===== config.mk =====
export PLATFORM = sky130hd
export DESIGN_NAME = mutex_requester
export DESIGN_NICKNAME = d
export VERILOG_FILES = /design/src/rtl/mutex_requester.sv
export SDC_FILE = /design/constraint.sdc
export NUM_CORES = 1
export LEC_CHECK = 0
export BUFFER_PORTS_ARGS = -buffer_cell sky130_fd_sc_hd__buf_2
export CAP_MARGIN = 25
export CORE_AREA = 2 2 93 95
export CTS_CLUSTER_SIZE = 28
export DETAILED_ROUTE_END_ITERATION = 10
export DIE_AREA = 0 0 95 97
export PLACE_DENSITY_LB_ADDON = 0.12
export SYNTH_ARGS = -nofsm -noshare
export SYNTH_HDL_FRONTEND = slang
export SYNTH_SLANG_ARGS = --single-unit

===== constraint.sdc =====
create_clock -name ipClk -period 2.22 [get_ports ipClk]
set_input_delay 0.111 -clock ipClk [delete_from_list [all_inputs] [get_ports ipClk]]
set_output_delay 0.111 -clock ipClk [all_outputs]
set_load 0.02 [all_outputs]

===== src/rtl/mutex_requester.sv =====
// Client-side front end for a round-robin mutex arbiter: requests the lock, issues
// buffered commands on the shared bus, then releases. Optional macro: MUTEX_REQUESTER_TIMEOUT_EN.
module mutex_requester #(
  parameter int ADDR_W    = 16,
  parameter int DATA_W    = 32,
  parameter int MAX_HOLD  = 16,
  parameter int GAP_LIMIT = 4,
  parameter int TIMEOUT   = 1024
) (
  input  logic              ipClk,
  input  logic              ipReset,
  input  logic              ipCmdValid,
  output logic              opCmdReady,
  input  logic              ipCmdWrite,
  input  logic              ipCmdLast,
  input  logic [ADDR_W-1:0] ipCmdAddress,
  input  logic [DATA_W-1:0] ipCmdData,
  output logic              opRspValid,
  output logic [DATA_W-1:0] opRspData,
  output logic              opRequest,
  input  logic              ipGrant,
  output logic              opBusValid,
  input  logic              ipBusReady,
  output logic              opBusWrite,
  output logic [ADDR_W-1:0] opBusAddress,
  output logic [DATA_W-1:0] opBusWriteData,
  input  logic [DATA_W-1:0] ipBusReadData,
  output logic              opTimeout,
  output logic              opAbort
);
  localparam int CNT_W = $clog2(MAX_HOLD + 1);
  localparam int GAP_W = $clog2(GAP_LIMIT + 1);

  if (MAX_HOLD < 1 || GAP_LIMIT < 1 || TIMEOUT < 1) begin : g_param_check
    $error("mutex_requester: MAX_HOLD, GAP_LIMIT and TIMEOUT must be >= 1");
  end

  typedef enum logic [1:0] {IDLE, REQUEST, ACTIVE, RELEASE} state_t;

  state_t              state_q, state_d;
  logic                rst_q;
  logic                hold_full_q, hold_full_d;
  logic                hold_write_q, hold_write_d;
  logic                hold_last_q, hold_last_d;
  logic [ADDR_W-1:0]   hold_addr_q, hold_addr_d;
  logic [DATA_W-1:0]   hold_data_q, hold_data_d;
  logic [CNT_W-1:0]    xfer_cnt_q, xfer_cnt_d;
  logic [GAP_W-1:0]    gap_q, gap_d, gap_inc;
  logic                rsp_valid_q, rsp_valid_d;
  logic [DATA_W-1:0]   rsp_data_q, rsp_data_d;
  logic                abort_q, abort_d;
  logic                bus_valid, bus_xfer, cmd_ready, cmd_accept;
`ifdef MUTEX_REQUESTER_TIMEOUT_EN
  localparam int TO_W = $clog2(TIMEOUT + 1);
  logic [TO_W-1:0]     to_cnt_q, to_cnt_d;
  logic                timeout_q, timeout_d;
`endif

  // Grant loss gates the bus immediately, so a transfer never completes without the lock.
  assign bus_valid  = hold_full_q & (state_q == ACTIVE) & ipGrant;
  assign bus_xfer   = bus_valid & ipBusReady;
  assign cmd_ready  = (state_q == ACTIVE) & (~hold_full_q | bus_xfer);
  assign cmd_accept = ipCmdValid & cmd_ready;
  assign gap_inc    = (gap_q == GAP_W'(GAP_LIMIT)) ? gap_q : gap_q + GAP_W'(1);

  always_comb begin
    state_d      = state_q;
    hold_full_d  = hold_full_q;
    hold_write_d = hold_write_q;
    hold_last_d  = hold_last_q;
    hold_addr_d  = hold_addr_q;
    hold_data_d  = hold_data_q;
    xfer_cnt_d   = xfer_cnt_q;
    gap_d        = gap_q;
    rsp_valid_d  = 1'b0;
    rsp_data_d   = rsp_data_q;
    abort_d      = 1'b0;
`ifdef MUTEX_REQUESTER_TIMEOUT_EN
    to_cnt_d     = '0;
    timeout_d    = 1'b0;
`endif
    if (bus_xfer) begin
      hold_full_d = 1'b0;
      xfer_cnt_d  = xfer_cnt_q + CNT_W'(1);
      if (!hold_write_q) begin
        rsp_valid_d = 1'b1;
        rsp_data_d  = ipBusReadData;
      end
    end
    if (cmd_accept) begin
      hold_full_d  = 1'b1;
      hold_write_d = ipCmdWrite;
      hold_last_d  = ipCmdLast;
      hold_addr_d  = ipCmdAddress;
      hold_data_d  = ipCmdData;
    end
    unique case (state_q)
      // A command left over from an aborted grant also needs the lock again.
      IDLE: if (ipCmdValid || hold_full_q) state_d = REQUEST;
      REQUEST: begin
        if (ipGrant) begin
          state_d    = ACTIVE;
          xfer_cnt_d = '0;
          gap_d      = '0;
        end
`ifdef MUTEX_REQUESTER_TIMEOUT_EN
        else if (to_cnt_q == TO_W'(TIMEOUT - 1)) begin
          state_d   = RELEASE;
          timeout_d = 1'b1;
        end else begin
          to_cnt_d = to_cnt_q + TO_W'(1);
        end
`endif
      end
      ACTIVE: begin
        if (!ipGrant) begin
          state_d = RELEASE;
          abort_d = 1'b1;
        end else if (bus_xfer && (hold_last_q || (xfer_cnt_q + CNT_W'(1)) == CNT_W'(MAX_HOLD))) begin
          state_d = RELEASE;
        end else if (!hold_full_q && !ipCmdValid) begin
          gap_d = gap_inc;
          if (gap_inc == GAP_W'(GAP_LIMIT)) state_d = RELEASE;
        end else begin
          gap_d = '0;
        end
      end
      RELEASE: if (!ipGrant) state_d = IDLE;
      default: state_d = IDLE;
    endcase
  end

  always_ff @(posedge ipClk) begin
    rst_q <= ipReset;
    if (rst_q) begin
      state_q      <= IDLE;
      hold_full_q  <= 1'b0;
      hold_write_q <= 1'b0;
      hold_last_q  <= 1'b0;
      hold_addr_q  <= '0;
      hold_data_q  <= '0;
      xfer_cnt_q   <= '0;
      gap_q        <= '0;
      rsp_valid_q  <= 1'b0;
      rsp_data_q   <= '0;
      abort_q      <= 1'b0;
`ifdef MUTEX_REQUESTER_TIMEOUT_EN
      to_cnt_q     <= '0;
      timeout_q    <= 1'b0;
`endif
    end else begin
      state_q      <= state_d;
      hold_full_q  <= hold_full_d;
      hold_write_q <= hold_write_d;
      hold_last_q  <= hold_last_d;
      hold_addr_q  <= hold_addr_d;
      hold_data_q  <= hold_data_d;
      xfer_cnt_q   <= xfer_cnt_d;
      gap_q        <= gap_d;
      rsp_valid_q  <= rsp_valid_d;
      rsp_data_q   <= rsp_data_d;
      abort_q      <= abort_d;
`ifdef MUTEX_REQUESTER_TIMEOUT_EN
      to_cnt_q     <= to_cnt_d;
      timeout_q    <= timeout_d;
`endif
    end
  end

  assign opRequest      = (state_q == REQUEST) | (state_q == ACTIVE);
  assign opCmdReady     = cmd_ready;
  assign opBusValid     = bus_valid;
  assign opBusWrite     = hold_write_q;
  assign opBusAddress   = hold_addr_q;
  assign opBusWriteData = hold_data_q;
  assign opRspValid     = rsp_valid_q;
  assign opRspData      = rsp_data_q;
  assign opAbort        = abort_q;
`ifdef MUTEX_REQUESTER_TIMEOUT_EN
  assign opTimeout      = timeout_q;
`else
  assign opTimeout      = 1'b0;
`endif
endmodule


=== Yosys cells after proc, flatten, opt, wreduce, memory -nomap -nowiden ===
Index checks and enable logic that the tools add are counted.

* Bits in registers: 96
* Output and inout port bits: 87
* Word-level logic and storage cells: 73

* Add/subtract/negate cells: 2
* Equality and inequality tests: 13
* Mux-type cells: 21
* Bitwise operators: 11
* Reductions and logical operators: 14

{| class="wikitable"
|+ Operators with widths
! kind !! number
|-
| $mux W3 || 5
|-
| $mux W5 || 3
|-
| $mux W2 || 7
|-
| $ne A2 B2 Y1 const B || 5
|-
| $ne A4 B2 Y1 const B || 2
|-
| $pmux W2 S4 || 1
|-
| $eq A3 B3 Y1 const B || 2
|-
| $pmux W3 S2 || 1
|-
| $add A5 B1 Y5 const B || 1
|-
| $and A1 B1 Y1 || 5
|-
| $eq A5 B5 Y1 const B || 1
|-
| $reduce_and A5 Y1 || 1
|-
| $eq A2 B2 Y1 const B || 2
|-
| $mux W1 || 4
|-
| $not A1 Y1 || 4
|-
| $reduce_and A4 Y1 || 1
|-
| $reduce_bool A2 Y1 || 2
|-
| $reduce_or A2 Y1 || 2
|-
| $add A3 B1 Y3 const B || 1
|-
| $eq A2 B1 Y1 const B || 1
|-
| $logic_and A1 B1 Y1 || 2
|-
| $logic_not A1 Y1 || 2
|-
| $logic_not A2 Y1 || 1
|-
| $logic_or A1 B1 Y1 || 2
|-
| 2 further kinds || 3
|}

=== Depth between registers and ports, before layout ===
Gate-level depths: netlist (run 1).

* Depth in word-level cells: 8
* Depth in mapped cells: 9

=== Least setup slack after synthesis (run 1) ===
Ideal clock, no wire load.

* Path kind: flip-flop to flip-flop
* Start point: register state_q[0]
* End point: register hold_addr_q[10] (netlist: opBusAddress[10])
* Setup time: 0.071 ns
* Arrival: 1.805 ns
* Required time: 2.149 ns
* Slack: 0.344 ns
* Cell stages (with the launch flop): 10
* Path buffers: 3
* Period minus slack after synthesis: 1.876 ns
* Path through: dfxtp_1 inv_1 ha_1 buf_2 a21boi_1 and2_1 buf_2 buf_2 nand2_1 a21oi_1

* Word-level cells in the longest chain between the ends: 7

{| class="wikitable"
|+ RTL lines
! element !! RTL line !! text
|-
| start: declaration || 40 || <nowiki>state_t state_q, state_d;</nowiki>
|-
| start signal: assignment || 152 || <nowiki>state_q <= state_d;</nowiki>
|-
| $eq A2 B2 Y1 (*) || 60, 62 ||
|-
| $and A1 B1 Y1 (2 in a row) || 60 || <nowiki>assign bus_valid = hold_full_q & (state_q == ACTIVE) & ipGrant;</nowiki>
|-
| $and A1 B1 Y1 || 61 || <nowiki>assign bus_xfer = bus_valid & ipBusReady;</nowiki>
|-
| $or A1 B1 Y1 || 62 || <nowiki>assign cmd_ready = (state_q == ACTIVE) & (~hold_full_q | bus_xfer);</nowiki>
|-
| $and A1 B1 Y1 (*) || 62 ||
|-
| net opCmdReady || 13 || <nowiki>output logic opCmdReady,</nowiki>
|-
| $and A1 B1 Y1 (*) || 63 || <nowiki>assign cmd_accept = ipCmdValid & cmd_ready;</nowiki>
|-
| end signal: assignment || 156 || <nowiki>hold_addr_q <= hold_addr_d;</nowiki>
|-
| end: declaration || 45 || <nowiki>logic [ADDR_W-1:0] hold_addr_q, hold_addr_d;</nowiki>
|}

Mark *: on every way through the listed nets, which the timed path passes. The rest lies on a longest branch.
A chain may end at the register's enable or synchronous reset.

=== Worst setup path in the final report (run 1) ===
* Start point: register gap_q[0]
* End point: register state_q[1]

* Word-level cells in the longest chain between the ends: 5
* Elaborated cells on any way between the ends: 6

{| class="wikitable"
|+ RTL lines
! element !! RTL line !! text
|-
| start: declaration || 48 || <nowiki>logic [GAP_W-1:0] gap_q, gap_d, gap_inc;</nowiki>
|-
| start signal: assignment || 159 || <nowiki>gap_q <= gap_d;</nowiki>
|-
| $add A3 B1 Y3 / $eq A3 B3 Y1 (equally long branches) || 64 || <nowiki>assign gap_inc = (gap_q == GAP_W'(GAP_LIMIT)) ? gap_q : gap_q + GAP_W'(1);</nowiki>
|-
| $mux W3 (*) || 64 ||
|-
| $eq A3 B3 Y1 (*) || 123 || <nowiki>if (gap_inc == GAP_W'(GAP_LIMIT)) state_d = RELEASE;</nowiki>
|-
| $ne A4 B2 Y1 (no source line) (*) || n/a ||
|-
| $reduce_and A5 Y1 (no source line) (*) || n/a ||
|}

Mark *: on every way between the ends. The rest lies on a longest branch, timed or not.

==> flow_summary.json, run 1 <==
{
  "outcome": "complete, no violations",
  "detail-route-antenna-nets": 0,
  "grt_max_degree": 58,
  "period_needed_ns": 2.02,
  "critPathLaunchType": "register",
  "final_common_cell": "buf_2",
  "die_h_um": 97,
  "io_buffers": 172,
  "clk_latency_ns": 0.36,
  "power_density_nw_per_um2": 726,
  "rows": 33,
  "design.core.area_um2": 8130,
  "holdWs_ns": 0.0217,
  "syn_to_final_growth_pct": 52.6,
  "die-area_um2": 9220,
  "cts_buffer_depth": 2,
  "end_kind": "register",
  "setup_viol": 0,
  "synth.ff_latch_count": 96,
  "ctsHoldBuffers": 81,
  "finalMaxSlewViolations": 0,
  "slew_headroom_pct": 56.3,
  "crit_family": "compound AO/OA/AOI/OAI gates",
  "finClkSkew_ns": 0.0180,
  "cp_data_required_time_ns": 2.51,
  "grt_pass1_wl_mm": 17.2,
  "hold_path_class": "input pin to register",
  "setup.worst_path.class": "register to register",
  "maxCapViolCount": 0,
  "grt_setup_unrepaired": "no",
  "globalRouteOverflowTotal": 0,
  "drc": 0,
  "drtIter0Drc": 110,
  "cp_max_fo": 5,
  "clock-root-buffer": "clkbuf_8",
  "synth_top_area_cell": "dfxtp_1",
  "cp_cell_sequence": "inv_1, ha_1, or3b_1, a211oi_2, o21ai_1, a41oi_2, mux2i_1",
  "layout-drive-gt1-share_pct": 29.2,
  "syn-num-nets": 556,
  "yosys_warnings": 0,
  "vias": 3942,
  "dp_hpwl_mm": 6.42,
  "dr.pass1.iters": 4,
  "layout.nets": 792,
  "synthDistinctLibCells": 41,
  "cts_tree": "yes",
  "die_w_um": 95,
  "met3_usage_pct": 6.39,
  "wirelength_mm": 10.6,
  "cts_buffers": 9,
  "initial_utilization_pct": 45.6,
  "diodes": 0,
  "grt_busiest_layer": "met2",
  "wl_per_cell_um": 13.1,
  "synth-edff-count": 0,
  "synth_top_area_share_pct": 51.8,
  "setup_tns_ns": 0,
  "fin_crit_sh_pct": 91.1,
  "crit_arrival_ns": 2.31,
  "grt_usage_pct": 23.1,
  "mostFrequentLayoutCells": "buf_2 (172), nand2_1 (170), dfxtp_1 (95), a21oi_1 (91), dlygate4sd3_1 (81)",
  "grt_pass1_vias": 3824,
  "use_met1_pct": 26.6,
  "use_met2_pct": 39.3,
  "path_clk_slew_ns": 0.09,
  "ys_top_cells_by_area": "dfxtp_1 (52%), nand2_1 (17%), a21oi_1 (12%)",
  "ys_seq_area_share_pct": 51.8,
  "synthArstFlopShare_pct": 0,
  "htreeDepth": 3,
  "cp.buffers_inverters": 1,
  "final_hold_viol_count": 0,
  "ir_worst_vdd_uv": 378,
  "worstMarginPinSlew_ns": 0.656,
  "syn_inst": 461,
  "avgSynthCellArea_um2": 8.04,
  "cts_sinks": 96,
  "critPathSlowestCell": "dfxtp_1",
  "viasPerCell": 4.88,
  "cts_resized": 0,
  "timing.fmax_ghz": 0.494,
  "slowest_delay_ns": 0.44,
  "grt_antenna_before_repair": 0,
  "pin_count": 174,
  "postCtsSetupBuffers": 0,
  "gp_congestion": 0.792,
  "syn_area_um2": 3710,
  "leakage_nw": 2.48,
  "synth_ff_type": "dfxtp_1"
}
## power by group
part / leakage [nW] / switching (mW) / internal (mW)
logic: 1.61 / 0.599 / 0.441
registers: 0.776 / 0.0865 / 1.83
clock network: 0.0960 / 0.616 / 0.533
## path summary, 6_finish.rpt
path,slack [ns],from,cells after the start,to
max,0.20,gap_q[0]$_SDFFE_PP0P_,7,state_q[1]$_SDFFE_PP0P_
min,0.02,ipCmdAddress[5],3,opBusAddress[5]$_SDFFE_PP0P_
max reg2reg,0.20,gap_q[0]$_SDFFE_PP0P_,7,state_q[1]$_SDFFE_PP0P_
min reg2reg,0.45,opBusAddress[3]$_SDFFE_PP0P_,2,opBusAddress[3]$_SDFFE_PP0P_
## logic make-up after synthesis
group	count (synthesis)	share of synthesized area, %
other cells	1	0.101
mux	1	0.270
buf+inv	39	4.93
flops	96	51.8
fa+ha+maj	8	2.70
xor+xnor	2	0.473
compound gates	108	16.8
simple gates	206	22.8
## cell type report
class | count | area, µm²
Clock buffer | 11 | 131
Fill cell | 635 | 2470
Clock inverter | 5 | 63.8
Tap cell | 105 | 131
Timing Repair Buffer | 259 | 1780
Inverter | 5 | 18.8
Multi-Input combinational cell | 326 | 1610
Sequential cell | 96 | 1930
## per-layer routing
| layer | routed length (µm) | vias to the layer above |
|---|---|---|
| met5 | 0 | - |
| met4 | 272 | 0 |
| met3 | 734 | 26 |
| met2 | 5160 | 147 |
| met1 | 4440 | 1790 |
| li1 | - | 1979 |
## flip-flops by register name, indices dropped and copies added, names as in the netlist, named ones only
signal / flops
gap_q: 3
hold_full_q: 1
hold_last_q: 1
opAbort: 1
opBusAddress: 16
opBusWrite: 1
opBusWriteData: 32
opRspData: 32
opRspValid: 1
rst_q: 1
state_q: 2
xfer_cnt_q: 3
## worst min-delay path, stage by stage
cell and delay, ns:
buf_2 0.10, nand2_1 0.06, a21oi_1 0.06
## cells in the mapped netlist, types with 2 or more instances
cell / n
buf_6: 2
a311oi_2: 2
nand3_1: 3
nand2b_1: 4
a211oi_2: 2
dfxtp_1: 96
o21ai_1: 2
o21a_1: 2
nand2_1: 171
and4_1: 2
ha_1: 8
o21ai_0: 2
nor2_1: 12
clkbuf_1: 17
buf_2: 14
nand4_1: 3
a21oi_1: 91
inv_1: 5
## metrics by stage
| stage | utilization, % | power, mW | area [µm²] | setup WS [ns] | std cells |
|---|---|---|---|---|---|
| after floorplan | - | 2.56 | 3710 | 0.344 | 461 |
| after CTS | 69.6 | 4.14 | 5660 | 0.216 | 807 |
| after detailed placement | 57.2 | 2.88 | 4650 | 0.248 | 710 |
| final | 69.6 | 4.11 | 5660 | 0.198 | 807 |
| after global routing | 69.6 | 4.32 | 5660 | 0.108 | 807 |
| after global placement | 57.2 | 2.86 | 4650 | 0.324 | 710 |
No activity file was read; power rests on OpenSTA's default activity.
==> run 2, diff against run 1 <==
--- a/config.mk
+++ b/config.mk
@@ -7,10 +7,10 @@
 export LEC_CHECK = 0
 export BUFFER_PORTS_ARGS = -buffer_cell sky130_fd_sc_hd__buf_2
 export CAP_MARGIN = 25
-export CORE_AREA = 2 2 93 95
+export CORE_AREA = 2 2 84 106
 export CTS_CLUSTER_SIZE = 28
 export DETAILED_ROUTE_END_ITERATION = 10
-export DIE_AREA = 0 0 95 97
+export DIE_AREA = 0 0 86 108
 export PLACE_DENSITY_LB_ADDON = 0.12
 export SYNTH_ARGS = -nofsm -noshare
 export SYNTH_HDL_FRONTEND = slang
==> run 2 against run 1 <==
Against the previous run: fmax is 0.82% higher; combinational power hardly changed; sequential power barely moved; critical path depth unchanged; critical path type unchanged.
==> flow_summary.json, run 2 (synthesis results as in run 1) <==
{
  "pin_count": 174,
  "grt_max_degree": 51,
  "die_h_um": 108,
  "die-area_um2": 9290,
  "clock-root-buffer": "clkbuf_8",
  "clk_latency_ns": 0.36,
  "grt_pass1_vias": 3740,
  "wl_per_cell_um": 13.2,
  "power_density_nw_per_um2": 721,
  "cts_tree": "yes",
  "rows": 37,
  "mostFrequentLayoutCells": "buf_2 (172), nand2_1 (171), dfxtp_1 (95), a21oi_1 (91), dlygate4sd3_1 (83)",
  "crit_arrival_ns": 2.29,
  "cp_max_fo": 5,
  "setup_viol": 0,
  "final_hold_viol_count": 0,
  "io_buffers": 172,
  "cp.buffers_inverters": 1,
  "cp_cell_sequence": "inv_1, ha_1, or3b_1, a211oi_2, o21ai_1, a41oi_2, mux2i_1",
  "detail-route-antenna-nets": 0,
  "htreeDepth": 3,
  "die_w_um": 86,
  "diodes": 0,
  "cp_data_required_time_ns": 2.51,
  "design.core.area_um2": 8190,
  "timing.fmax_ghz": 0.498,
  "critPathSlowestCell": "dfxtp_1",
  "ir_worst_vdd_uv": 467,
  "viasPerCell": 4.95,
  "maxCapViolCount": 0,
  "setup_tns_ns": 0,
  "final_core_util_pct": 69.2,
  "cts_sinks": 96,
  "setup_slack_ns": 0.214,
  "placed_area_um2": 4640,
  "postCtsSetupBuffers": 0,
  "holdWs_ns": 0.0592,
  "dp_cells": 704,
  "grt_antenna_before_repair": 0,
  "final_common_cell": "buf_2",
  "gp_congestion": 0.749,
  "grt_pass1_wl_mm": 16.8,
  "fin_crit_sh_pct": 90.4,
  "end_kind": "register",
  "finalMaxSlewViolations": 0,
  "layout.nets": 796,
  "critPathLaunchType": "register",
  "dr.pass1.iters": 4,
  "finClkSkew_ns": 0.00810,
  "vias": 3977,
  "drtIter0Drc": 146,
  "hold_path_class": "input pin to register",
  "dp_hpwl_mm": 6.26,
  "globalRouteOverflowTotal": 0,
  "syn_to_final_growth_pct": 52.9,
  "path_clk_slew_ns": 0.09,
  "setup.worst_path.class": "register to register",
  "crit_family": "compound AO/OA/AOI/OAI gates",
  "design_area_um2": 5670,
  "cts_buffer_depth": 2,
  "detailedPlace.worstSlack_ns": 0.230,
  "initial_utilization_pct": 45.2,
  "period_needed_ns": 2.01,
  "total_power_mw": 4.09,
  "layout-drive-gt1-share_pct": 29.3,
  "outcome": "complete, no violations",
  "worstMarginPinSlew_ns": 0.572,
  "slew_headroom_pct": 61.8,
  "grt_usage_pct": 22.5,
  "slowest_delay_ns": 0.43,
  "leakage_nw": 2.50,
  "wirelength_mm": 10.6,
  "drc": 0,
  "fin_cells": 803,
  "cts_buffers": 9,
  "grt_setup_unrepaired": "no"
}
run 2: worst paths after layout:
kind         slack (ns)  depth (start not counted)                        end                      start
max                0.21                          7    state_q[1]$_SDFFE_PP0P_      gap_q[0]$_SDFFE_PP0P_
min                0.06                          2         opAbort$_SDFF_PP0_                    ipGrant
max reg2reg        0.21                          7    state_q[1]$_SDFFE_PP0P_      gap_q[0]$_SDFFE_PP0P_
min reg2reg        0.45                          2  opRspData[0]$_SDFFE_PP0P_  opRspData[0]$_SDFFE_PP0P_
run 2: area by class of cell:
type                            count  area, µm²
Fill cell                         653       2530
Multi-Input combinational cell    326       1610
Tap cell                           97        121
Inverter                            5       18.8
Clock inverter                      7       70.1
Sequential cell                    96       1930
Timing Repair Buffer              263       1800
Clock buffer                        9        124
run 2: per-layer routing:
metal  vias up  track usage (%)  wire [µm]
met3        30             5.27        719
met2       148             39.1       5370
met1      1821             25.4       4140
met5         -                0          0
li1       1978                -          -
met4         0             11.7        360
run 2: timing repair:
action                    4_1_cts  5_1_grt
hold endpoints to repair       83        0
hold buffers                   83        0
gates resized for setup         0        0
run 2: where the power goes:
part	internal, mW	switching (mW)	total (mW)	leakage, nW
sequential	1.83	0.0846	1.92	0.776
clock	0.521	0.603	1.12	0.0994
combinational	0.452	0.593	1.04	1.62
